==> src/rtl/arith_op_scheduler_if.sv <==
// Request/response bundle for arith_op_scheduler: two requester channels plus a tagged result channel.
interface arith_op_scheduler_if #(parameter int WIDTH = 3);
  logic               req0_valid;
  logic               req0_ready;
  logic               req0_op;
  logic [WIDTH-1:0]   req0_a;
  logic [WIDTH-1:0]   req0_b;
  logic               req1_valid;
  logic               req1_ready;
  logic               req1_op;
  logic [WIDTH-1:0]   req1_a;
  logic [WIDTH-1:0]   req1_b;
  logic               rsp_valid;
  logic               rsp_ready;
  logic               rsp_id;
  logic [2*WIDTH-1:0] rsp_data;

  modport master (
    output req0_valid, req0_op, req0_a, req0_b,
    output req1_valid, req1_op, req1_a, req1_b,
    output rsp_ready,
    input  req0_ready, req1_ready, rsp_valid, rsp_id, rsp_data
  );

  modport slave (
    input  req0_valid, req0_op, req0_a, req0_b,
    input  req1_valid, req1_op, req1_a, req1_b,
    input  rsp_ready,
    output req0_ready, req1_ready, rsp_valid, rsp_id, rsp_data
  );
endinterface

==> src/rtl/arith_op_scheduler.sv <==
// Round-robin shared add/shift-add multiply unit for two requesters, one op in flight.
// state | meaning
// IDLE  | waiting for a request; grants and accepts in the same cycle
// ADD   | single-cycle add of latched operands
// MUL   | WIDTH shift-add cycles, one multiplier bit per cycle
// RESP  | result held on rsp channel until rsp_ready
module arith_op_scheduler #(
  parameter int WIDTH = 3
) (
  input  logic          clk,
  input  logic          rst,
  arith_op_scheduler_if.slave bus,
  output logic          busy
);
  localparam int RW     = 2 * WIDTH;
  localparam int STEP_W = (WIDTH > 1) ? $clog2(WIDTH) : 1;

  typedef enum logic [1:0] {IDLE, ADD, MUL, RESP} state_t;

  state_t            state, state_nxt;
  logic              last_grant, last_grant_nxt;
  logic [WIDTH-1:0]  a_q, a_nxt;
  logic [WIDTH-1:0]  b_q, b_nxt;
  logic              id_q, id_nxt;
  logic [RW-1:0]     acc, acc_nxt;
  logic [STEP_W-1:0] step, step_nxt;
  logic              grant0, grant1;
  logic [RW-1:0]     partial;

  always_ff @(posedge clk) begin
    if (rst) begin
      state      <= IDLE;
      last_grant <= 1'b1;
      a_q        <= '0;
      b_q        <= '0;
      id_q       <= 1'b0;
      acc        <= '0;
      step       <= '0;
    end else begin
      state      <= state_nxt;
      last_grant <= last_grant_nxt;
      a_q        <= a_nxt;
      b_q        <= b_nxt;
      id_q       <= id_nxt;
      acc        <= acc_nxt;
      step       <= step_nxt;
    end
  end

  // Contention goes to whoever was not served last; a lone requester always wins.
  always_comb begin
    grant0 = bus.req0_valid & (~bus.req1_valid | last_grant);
    grant1 = bus.req1_valid & (~bus.req0_valid | ~last_grant);
    partial = b_q[step] ? ({{WIDTH{1'b0}}, a_q} << step) : '0;

    state_nxt      = state;
    last_grant_nxt = last_grant;
    a_nxt          = a_q;
    b_nxt          = b_q;
    id_nxt         = id_q;
    acc_nxt        = acc;
    step_nxt       = step;
    bus.req0_ready = 1'b0;
    bus.req1_ready = 1'b0;
    bus.rsp_valid  = 1'b0;
    bus.rsp_id     = 1'b0;
    bus.rsp_data   = '0;
    busy           = (state != IDLE) & ~rst;

    case (state)
      IDLE: begin
        bus.req0_ready = grant0 & ~rst;
        bus.req1_ready = grant1 & ~rst;
        if (grant0 | grant1) begin
          a_nxt     = grant1 ? bus.req1_a : bus.req0_a;
          b_nxt     = grant1 ? bus.req1_b : bus.req0_b;
          id_nxt    = grant1;
          acc_nxt   = '0;
          step_nxt  = '0;
          state_nxt = (grant1 ? bus.req1_op : bus.req0_op) ? ADD : MUL;
        end
      end
      ADD: begin
        acc_nxt   = {{WIDTH{1'b0}}, a_q} + {{WIDTH{1'b0}}, b_q};
        state_nxt = RESP;
      end
      MUL: begin
        acc_nxt = acc + partial;
        if (step == STEP_W'(WIDTH - 1)) begin
          step_nxt  = '0;
          state_nxt = RESP;
        end else begin
          step_nxt = step + 1'b1;
        end
      end
      RESP: begin
        bus.rsp_valid = ~rst;
        bus.rsp_id    = id_q & ~rst;
        bus.rsp_data  = rst ? '0 : acc;
        if (bus.rsp_ready) begin
          last_grant_nxt = id_q;
          state_nxt      = IDLE;
        end
      end
      default: state_nxt = IDLE;
    endcase
  end
endmodule

==> src/flat_wrapper.sv <==
// flat-port wrapper written by rule: the top's interface ports become plain ports
module arith_op_scheduler_flat 
#(
  parameter int WIDTH = 3
)
  (clk, rst, busy, bus_req0_valid, bus_req0_op, bus_req0_a, bus_req0_b, bus_req1_valid, bus_req1_op, bus_req1_a, bus_req1_b, bus_rsp_ready, bus_req0_ready, bus_req1_ready, bus_rsp_valid, bus_rsp_id, bus_rsp_data);
  arith_op_scheduler_if #(.WIDTH(WIDTH)) bus_i ();
  input  logic clk;
  input  logic rst;
  output logic busy;
  input wire logic [$bits(bus_i.req0_valid)-1:0] bus_req0_valid;
  input wire logic [$bits(bus_i.req0_op)-1:0] bus_req0_op;
  input wire logic [$bits(bus_i.req0_a)-1:0] bus_req0_a;
  input wire logic [$bits(bus_i.req0_b)-1:0] bus_req0_b;
  input wire logic [$bits(bus_i.req1_valid)-1:0] bus_req1_valid;
  input wire logic [$bits(bus_i.req1_op)-1:0] bus_req1_op;
  input wire logic [$bits(bus_i.req1_a)-1:0] bus_req1_a;
  input wire logic [$bits(bus_i.req1_b)-1:0] bus_req1_b;
  input wire logic [$bits(bus_i.rsp_ready)-1:0] bus_rsp_ready;
  output wire logic [$bits(bus_i.req0_ready)-1:0] bus_req0_ready;
  output wire logic [$bits(bus_i.req1_ready)-1:0] bus_req1_ready;
  output wire logic [$bits(bus_i.rsp_valid)-1:0] bus_rsp_valid;
  output wire logic [$bits(bus_i.rsp_id)-1:0] bus_rsp_id;
  output wire logic [$bits(bus_i.rsp_data)-1:0] bus_rsp_data;
  assign bus_i.req0_valid = bus_req0_valid;
  assign bus_i.req0_op = bus_req0_op;
  assign bus_i.req0_a = bus_req0_a;
  assign bus_i.req0_b = bus_req0_b;
  assign bus_i.req1_valid = bus_req1_valid;
  assign bus_i.req1_op = bus_req1_op;
  assign bus_i.req1_a = bus_req1_a;
  assign bus_i.req1_b = bus_req1_b;
  assign bus_i.rsp_ready = bus_rsp_ready;
  assign bus_req0_ready = bus_i.req0_ready;
  assign bus_req1_ready = bus_i.req1_ready;
  assign bus_rsp_valid = bus_i.rsp_valid;
  assign bus_rsp_id = bus_i.rsp_id;
  assign bus_rsp_data = bus_i.rsp_data;
  arith_op_scheduler #(.WIDTH(WIDTH)) u_core (.clk(clk), .rst(rst), .bus(bus_i), .busy(busy));
endmodule
==> config.mk <==
export PLATFORM = sky130hd
export DESIGN_NAME = arith_op_scheduler_flat
export DESIGN_NICKNAME = d
export VERILOG_FILES = /design/src/rtl/arith_op_scheduler_if.sv /design/src/rtl/arith_op_scheduler.sv /design/src/flat_wrapper.sv
export SDC_FILE = /design/constraint.sdc
export NUM_CORES = 1
export LEC_CHECK = 0
export ABC_AREA = 1
export BUFFER_PORTS_ARGS = -buffer_cell sky130_fd_sc_hd__buf_2
export CAP_MARGIN = 15
export CORE_ASPECT_RATIO = 1.75
export CORE_UTILIZATION = 53
export DETAILED_ROUTE_END_ITERATION = 8
export PLACE_DENSITY = 0.77
export SYNTH_ARGS = -nofsm -noshare
export SYNTH_HDL_FRONTEND = slang
export SYNTH_SLANG_ARGS = --single-unit
==> constraint.sdc <==
create_clock -name clk -period 2.9 [get_ports clk]
set_input_delay 0.29 -clock clk [delete_from_list [all_inputs] [get_ports clk]]
set_output_delay 0.29 -clock clk [all_outputs]
set_load 0.03 [all_outputs]
=== Word-level counts from Yosys, hierarchy flattened ===
Cells that the tools add are included.

* Input port bits: 19
* Output and inout bits: 11
* Word-level logic and storage cells: 63
* Bits in registers: 18

* Reductions and logical operators: 9
* Order comparisons: 1
* Shifts and indexed selects: 1
* Multiplexer cells: 22
* Bitwise gates (word level): 13
* Add/sub/neg operators: 3
* Eq/ne operators: 7

{| class="wikitable"
|+ Operators with widths
! operator !! count
|-
| two-way mux 6 bit || 4
|-
| one-hot mux 6 bit (3 select lines) || 1
|-
| two-way mux 2 bit || 6
|-
| one-hot mux 2 bit (4 select lines) || 1
|-
| AND reduction 2 bit || 4
|-
| adder 6 bit || 1
|-
| AND 1 bit || 6
|-
| == test 2 bit, second input constant || 3
|-
| two-way mux 1 bit || 6
|-
| two-way mux 3 bit || 2
|-
| left shift 3 x 2 -> 6 bit || 1
|-
| adder 3 x 3 -> 4 bit || 1
|-
| inequality test 2 x 1 -> 1 bit, second input constant || 2
|-
| inverter 1 bit || 4
|-
| one-hot mux 2 bit (2 select lines) || 1
|-
| nonzero test 2 bit || 2
|-
| less-than comparator 2 x 3 -> 1 bit, second input constant || 1
|-
| bitwise OR 1 bit || 3
|-
| AND reduction 3 bit || 1
|-
| nonzero test 3 bit || 1
|-
| adder 2 x 1 -> 2 bit, second input constant || 1
|-
| binary-select mux 1 bit (select 2 bit) || 1
|-
| == test 2 x 1 -> 1 bit, second input constant || 1
|-
| logical NOT 2 bit || 1
|-
| inequality test 2 bit, second input constant || 1
|}

=== Depth between registers and ports, before layout ===
Gate-level depths: netlist of the first run.

* Word-level depth: 7
* Gate-level depth with buffers: 16
* Depth with buffers taken out: 16

=== Least setup slack after synthesis of the first run ===
No wires, ideal clock.

* Path kind: reg2reg
* From: register u_core.step[0]
* To: register u_core.acc[2]
* Path buffers: 0
* Setup time: 129 ps
* Required time: 2771 ps
* Data arrival time: 1877 ps
* Path slack: 894 ps
* Stages on the path, launching flop included: 16
* Period minus slack after synthesis: 2006 ps
* Cell sequence: dfxtp_1 inv_2 nor2_1 nand2_1 nand2_2 nand3_1 inv_1 ha_1 inv_1 fa_1 inv_1 a21oi_1 o21ai_0 o21ai_0 a21oi_1 nor2_1

* Cells in the longest elaborated chain, start to end: 5
* Elaborated cells between the ends (all ways): 6
* Classes of those cells: add/sub: 1; shift: 1; mux: 4

{| class="wikitable"
|+ RTL lines
! element !! line !! RTL
|-
| start: declaration || arith_op_scheduler.sv:26 || <nowiki>logic [STEP_W-1:0] step, step_nxt;</nowiki>
|-
| start signal: assignment || arith_op_scheduler.sv:46 || <nowiki>step <= step_nxt;</nowiki>
|-
| binary-select mux 1 bit (select 2 bit) || arith_op_scheduler.sv:54 || <nowiki>partial = b_q[step] ? ({{WIDTH{1'b0}}, a_q} << step) : '0;</nowiki>
|-
| two-way mux 1 bit (not written as such) || arith_op_scheduler.sv:54 ||
|-
| two-way mux 6 bit (*) || arith_op_scheduler.sv:54 ||
|-
| adder 6 bit (*) || arith_op_scheduler.sv:88 || <nowiki>acc_nxt = acc + partial;</nowiki>
|-
| one-hot mux 6 bit (3 select lines) (*) || arith_op_scheduler.sv:70 || <nowiki>case (state)</nowiki>
|-
| end signal: assignment || arith_op_scheduler.sv:45 || <nowiki>acc <= acc_nxt;</nowiki>
|-
| end: declaration || arith_op_scheduler.sv:25 || <nowiki>logic [RW-1:0] acc, acc_nxt;</nowiki>
|}

Every way passes the cells marked *; elsewhere a longest branch is shown, timed or not. The select of a mux whose other input is x is not followed.
A chain may end at the register's enable or synchronous reset.

=== Worst setup path after layout of the first run ===
Same ends and word-level chain as after synthesis.

==> flow_summary.ini, run 1 <==
[clock_tree]
cts_sinks = 18
cts_tree = built
post_cts_resized = 0
htree_num_levels = 1
root_buffer = clkbuf_8
insertion_delay_ps = 260
post-cts-setup-buffers = 0
cts.clk_slew.worst_paths_ps = 70
holdBufCountCts = 0
clock_path_buffers = 2
cts_inserted_buffers = 3

[grt]
grt_use_met1 = 0.243
use_met3 = 0.0299
first_global_vias = 1361
overflow = 0
gr-max-usage-layer = met2
grt_max_degree = 18
use_met2 = 0.474
grt_pass1_wl_um = 5690
antenna_found_initial = 0
gr-usage-all-layers = 0.238

[sta]
fmax_ghz = 0.432
slew_violations = 0
grt_setup_unrepaired = false
hold_violations = 0
period_minus_slack_ps = 2310
timing.final.ws_setup_ps = 587
whs_ps = 289
slew_headroom = 0.653
finalCritPeriodShare = 0.798
setup_viol = 0
skew_ps = 9.37
tns_ps = 0
tightest_slew_ps = 520

[floorplanning]
die_y_um = 72.1
fp.dieArea_um2 = 3030
io_pins = 30
die_x_um = 42.1
fp-row-count = 25
core_um2 = 2690
initial_core_util = 0.553

[worst_setup_path]
cpPeakStageDelay_ps = 470
r2r-start = u_core.step[0]
crit_path_frequent_cell = inv_1
endpoint_kind = register
crit_slowest_cell = dfxtp_1
path_cells = inv_2 > nor2_1 > nand2_1 > nand2_2 > nand3_1 > inv_1 > ha_1 > inv_1 > fa_1 > inv_1 > a21oi_1 > o21ai_0 > o21ai_0 > a21oi_1 > nor2_1
path_class = reg -> reg
worst_setup_path_start_kind = register
critical_path.max_fanout = 7
r2r_end = u_core.acc[2]
critical_path_required_ps = 3030
cp.arrival_ps = 2440
rrSetupSlack_ps = 590
rr_worst_depth = 15

[drt]
drt_wl_total_um = 3370
vias = 1474
via_per_inst = 5.42
drtIter0Drc = 26
drc_errors = 0
wl_per_cell_um = 12.4
firstDrtPassIters = 6
ant_nets = 0

[worst_hold_path]
hold_depth = 3
holdCritStartpoint = bus_rsp_ready
hp-class = in -> reg
hold_path_end = u_core.last_grant

[logic_synthesis]
syn-mean-instance-area_um2 = 6.83
ys_ff_latch = 18
ys_types = 29
ys.flop_type = dfxtp_1
postSynthCellCount = 218
async_reset_ff_frac = 0
synth-edff-count = 0
synth_warnings = 0
synthMuxAreaShare = 0.0134
synth_seq_area_share = 0.242
synthXorXnorAreaFrac = 0.00588
synth_simple_gate_area_frac = 0.332
synth_top_family_by_area = simple AND/OR/NAND/NOR gates
syn-cell-area_um2 = 1490
synth_adder_area_share = 0.136
synth_compound_area_frac = 0.161
syn-num-nets = 252

[finish]
stdcell_count = 272
multiInputGateArea_um2 = 966
syn_to_final_growth_pct = 11.2
n_fill_cell = 271
regArea_um2 = 360
antennaDiodeCount = 0
drive_above_1_share = 0.200
final_nets = 281

[placed_design]
pre_cts_ws_ps = 657
gp_congestion = 0.834
dp.cells = 269
dp_hpwl_um = 2670
io_buffers = 29

[status]
status = finished clean

[power_and_ir_drop]
ir_drop_mv = 0.426
power.total_uw = 968
leakage_uw = 0.000833
p_per_area_nw_per_um2 = 585

[run]
cap_violations = 0
[layout by cell type, fill, tap and decap left out, drive strengths merged]
cell | synthesis | layout
clkbuf | 1 | 3
clkinv | 1 | 1
a21oi | 24 | 24
fa | 2 | 2
buf | 4 | 29
nor2 | 32 | 32
o21ai | 10 | 10
nand3b | 1 | 1
nand4 | 4 | 4
ha | 13 | 13
nand2 | 53 | 53
nand3 | 19 | 19
xor2 | 1 | 1
inv | 28 | 28
mux2i | 2 | 2
a31o | 1 | 1
dfxtp | 18 | 18
o211ai | 2 | 2
o32ai | 1 | 1
a22o | 1 | 1
[cells in the mapped netlist, types with 3 or more instances]
| cell | count | area share |
|---|---|---|
| inv_1 | 26 | 0.066 |
| ha_1 | 13 | 0.11 |
| nand2_2 | 3 | 0.013 |
| nor2_1 | 31 | 0.078 |
| nand4_1 | 3 | 0.013 |
| a21oi_1 | 21 | 0.071 |
| dfxtp_1 | 18 | 0.24 |
| a21oi_2 | 3 | 0.018 |
| nand3_1 | 19 | 0.064 |
| o21ai_0 | 10 | 0.034 |
| nand2_1 | 47 | 0.12 |
| nand2_4 | 3 | 0.023 |
[worst max path at each step]
stage                         startpoint             to  slack (ps)
after global placement    u_core.step[0]  u_core.acc[4]         800
after floorplan           u_core.step[0]  u_core.acc[2]         890
after global routing      u_core.step[0]  u_core.acc[2]         350
after detailed placement  u_core.step[0]  u_core.acc[2]         660
after CTS                 u_core.step[0]  u_core.acc[2]         620
final                     u_core.step[0]  u_core.acc[2]         590
[critical path: cells and delay by family, from the launching register on]
kind,cells,cell delay [ps]
compound gates,4,390
fa+ha+maj,2,540
buf+inv,4,350
flops,1,470
simple gates,5,450
[per-stage QoR]
step,util,instance area (µm²)
6_report,0.615,1660
5_1_grt,0.615,1660
4_1_cts,0.615,1660
3_5_place_dp,0.600,1610
3_3_place_gp,0.600,1610
2_1_floorplan,-,1490
[report_power, final]
part           leakage [µW]  switching [µW]  internal [µW]
Sequential         0.000147            53.6            288
Clock             0.0000216            83.5           92.4
Combinational      0.000665             300            150
Total              0.000833             437            531
[state kept, by name, summed over array words and instances (netlist names)]
signal and flops:
u_core.last_grant 1, u_core.id_q 1, u_core.acc 6, u_core.step 2, u_core.state 2, u_core.a_q 3, u_core.b_q 3
[logic make-up after synthesis]
family                     count (synthesis)
DFF                                       18
buffers and inverters                     34
xor gates and xnor gates                   1
adders and majority gates                 15
muxes                                      2
and+or+nand+nor                          109
AOI/OAI and AO/OA                         39
[per-layer routing]
| layer | vias up | part of all wire |
|---|---|---|
| met2 | 30 | 0.57 |
| li1 | 765 | - |
| met4 | 0 | 0.024 |
| met1 | 672 | 0.38 |
| met5 | - | 0 |
| met3 | 7 | 0.022 |
[area by class of cell]
| class | instances | area share |
|---|---|---|
| sequential | 18 | 0.218 |
| multi-input combinational | 166 | 0.584 |
| clock buffer | 3 | 0.0249 |
| inverter | 29 | 0.0658 |
| timing repair buffer | 29 | 0.0877 |
| tap | 27 | 0.0204 |
(Power assumes the default switching activity.)
==> run 2, diff against run 1 <==
==> constraint.sdc (replaced) <==
create_clock -name clk -period 2.15 [get_ports clk]
set_input_delay 0.215 -clock clk [delete_from_list [all_inputs] [get_ports clk]]
set_output_delay 0.215 -clock clk [all_outputs]
set_load 0.03 [all_outputs]
==> flow_summary.ini, run 2 (synthesized netlist as in run 1, its figures left out) <==
[clock_tree]
htree_num_levels = 1
cts.clk_slew.worst_paths_ps = 70
clock_path_buffers = 2
holdBufCountCts = 0
root_buffer = clkbuf_8
cts_sinks = 18
cts_tree = built
insertion_delay_ps = 270
cts_inserted_buffers = 3

[floorplanning]
io_pins = 30
fp.dieArea_um2 = 3030
die_x_um = 42.1
die_y_um = 72.1
core_um2 = 2690
initial_core_util = 0.553
fp-row-count = 25

[worst_setup_path]
critical_path_required_ps = 2350
r2r-start = u_core.step[1]
path_class = reg -> reg
crit_start = u_core.step[1]
worst_setup_path_start_kind = register
critical_path.max_fanout = 6
cp.arrival_ps = 2140
endpoint_kind = register

[sta]
period_minus_slack_ps = 1940
finalCritPeriodShare = 0.903
slew_violations = 0
fmax_ghz = 0.515
tns_ps = 0
grt_setup_unrepaired = false
tightest_slew_ps = 529
slew_headroom = 0.647
skew_ps = 4.25
timing.final.ws_setup_ps = 209
setup_viol = 0
hold_violations = 0

[power_and_ir_drop]
leakage_uw = 0.000848
ir_drop_mv = 0.546
power.total_uw = 1390
p_per_area_nw_per_um2 = 819

[drt]
drc_errors = 0
ant_nets = 0
firstDrtPassIters = 4
vias = 1497
wl_per_cell_um = 12.3
drt_wl_total_um = 3390
drtIter0Drc = 45
via_per_inst = 5.44

[finish]
syn_to_final_growth_pct = 14.5
final_common_cell = nand2_1
final_nets = 283
regMostFlops = u_core.acc
final_cell_mix = 47 x nand2_1, 29 x nor2_1, 29 x buf_2
top_regs = u_core.acc (6), u_core.a_q (3), u_core.b_q (3)
n_fill_cell = 271
antennaDiodeCount = 0
largest_register_ffs = 6
drive_above_1_share = 0.238

[placed_design]
io_buffers = 29
dp_hpwl_um = 2670
gp_congestion = 0.837
pre_cts_ws_ps = 34.2

[worst_hold_path]
hp-class = in -> reg
holdCritStartpoint = bus_rsp_ready

[grt]
first_global_vias = 1422
gr-usage-all-layers = 0.246
grt_max_degree = 18
antenna_found_initial = 0
overflow = 0
grt_pass1_wl_um = 5840

[run]
cap_violations = 0

[status]
status = finished clean
run 2: cell types whose count changed in the layout (fill, tap and decap cells not counted), sizes merged:
cell / previous run / this run
buf: 29 / 31
clkbuf: 3 / 4
run 2: what timing repair did:
action	4_1_cts	5_1_grt
setup endpoints to repair	0	5
gates resized for setup	0	10
setup buffers	0	1
run 2: critical path: stages (launching register included):
cell	delay [ps]
dfxtp_2	370
nor2_2	130
nand2_1	70
nand2_2	90
nand3_1	70
inv_1	60
ha_2	170
inv_1	50
fa_2	330
inv_2	70
nand3_1	60
nand2_1	90
xor2_1	140
nand2_1	60
a21oi_1	100
run 2: worst paths after layout:
| kind | end | slack, ps | cells past startpoint |
|---|---|---|---|
| setup / recovery | u_core.acc[4] | 210 | 14 |
| hold / removal | u_core.last_grant | 210 | 3 |
| hold reg to reg | u_core.acc[5] | 490 | 2 |
| setup reg to reg | u_core.acc[4] | 210 | 14 |
run 2: metal layers:
metal | vias up | global-route usage | wire length [µm]
li1 | 769 | - | -
met1 | 687 | 0.237 | 1280
met2 | 32 | 0.497 | 1920
met3 | 9 | 0.0149 | 83
met4 | 0 | 0.135 | 102
met5 | - | 0 | 0
run 2: layout make-up:
class	instances	area (µm²)	share of cell area
flip-flops and latches	18	365	0.214
inverters	29	109	0.0639
repair buffers	31	160	0.0940
well taps	27	33.8	0.0198
multi-input cells	166	981	0.576
clock buffers	4	55.1	0.0323
run 2: metrics by stage:
stage | instances | hold slack, ps | util | cell area [µm²]
6_report | 275 | 209 | 0.633 | 1700
5_1_grt | 275 | 235 | 0.633 | 1700
4_1_cts | 274 | 213 | 0.623 | 1680
3_5_place_dp | 270 | 481 | 0.603 | 1620
3_3_place_gp | 270 | 477 | 0.603 | 1620
2_1_floorplan | 218 | 372 | - | 1490
run 2: power by group:
part	switching, µW	internal [µW]
logic	424	222
clock network	124	163
registers	69.9	391
total	618	777
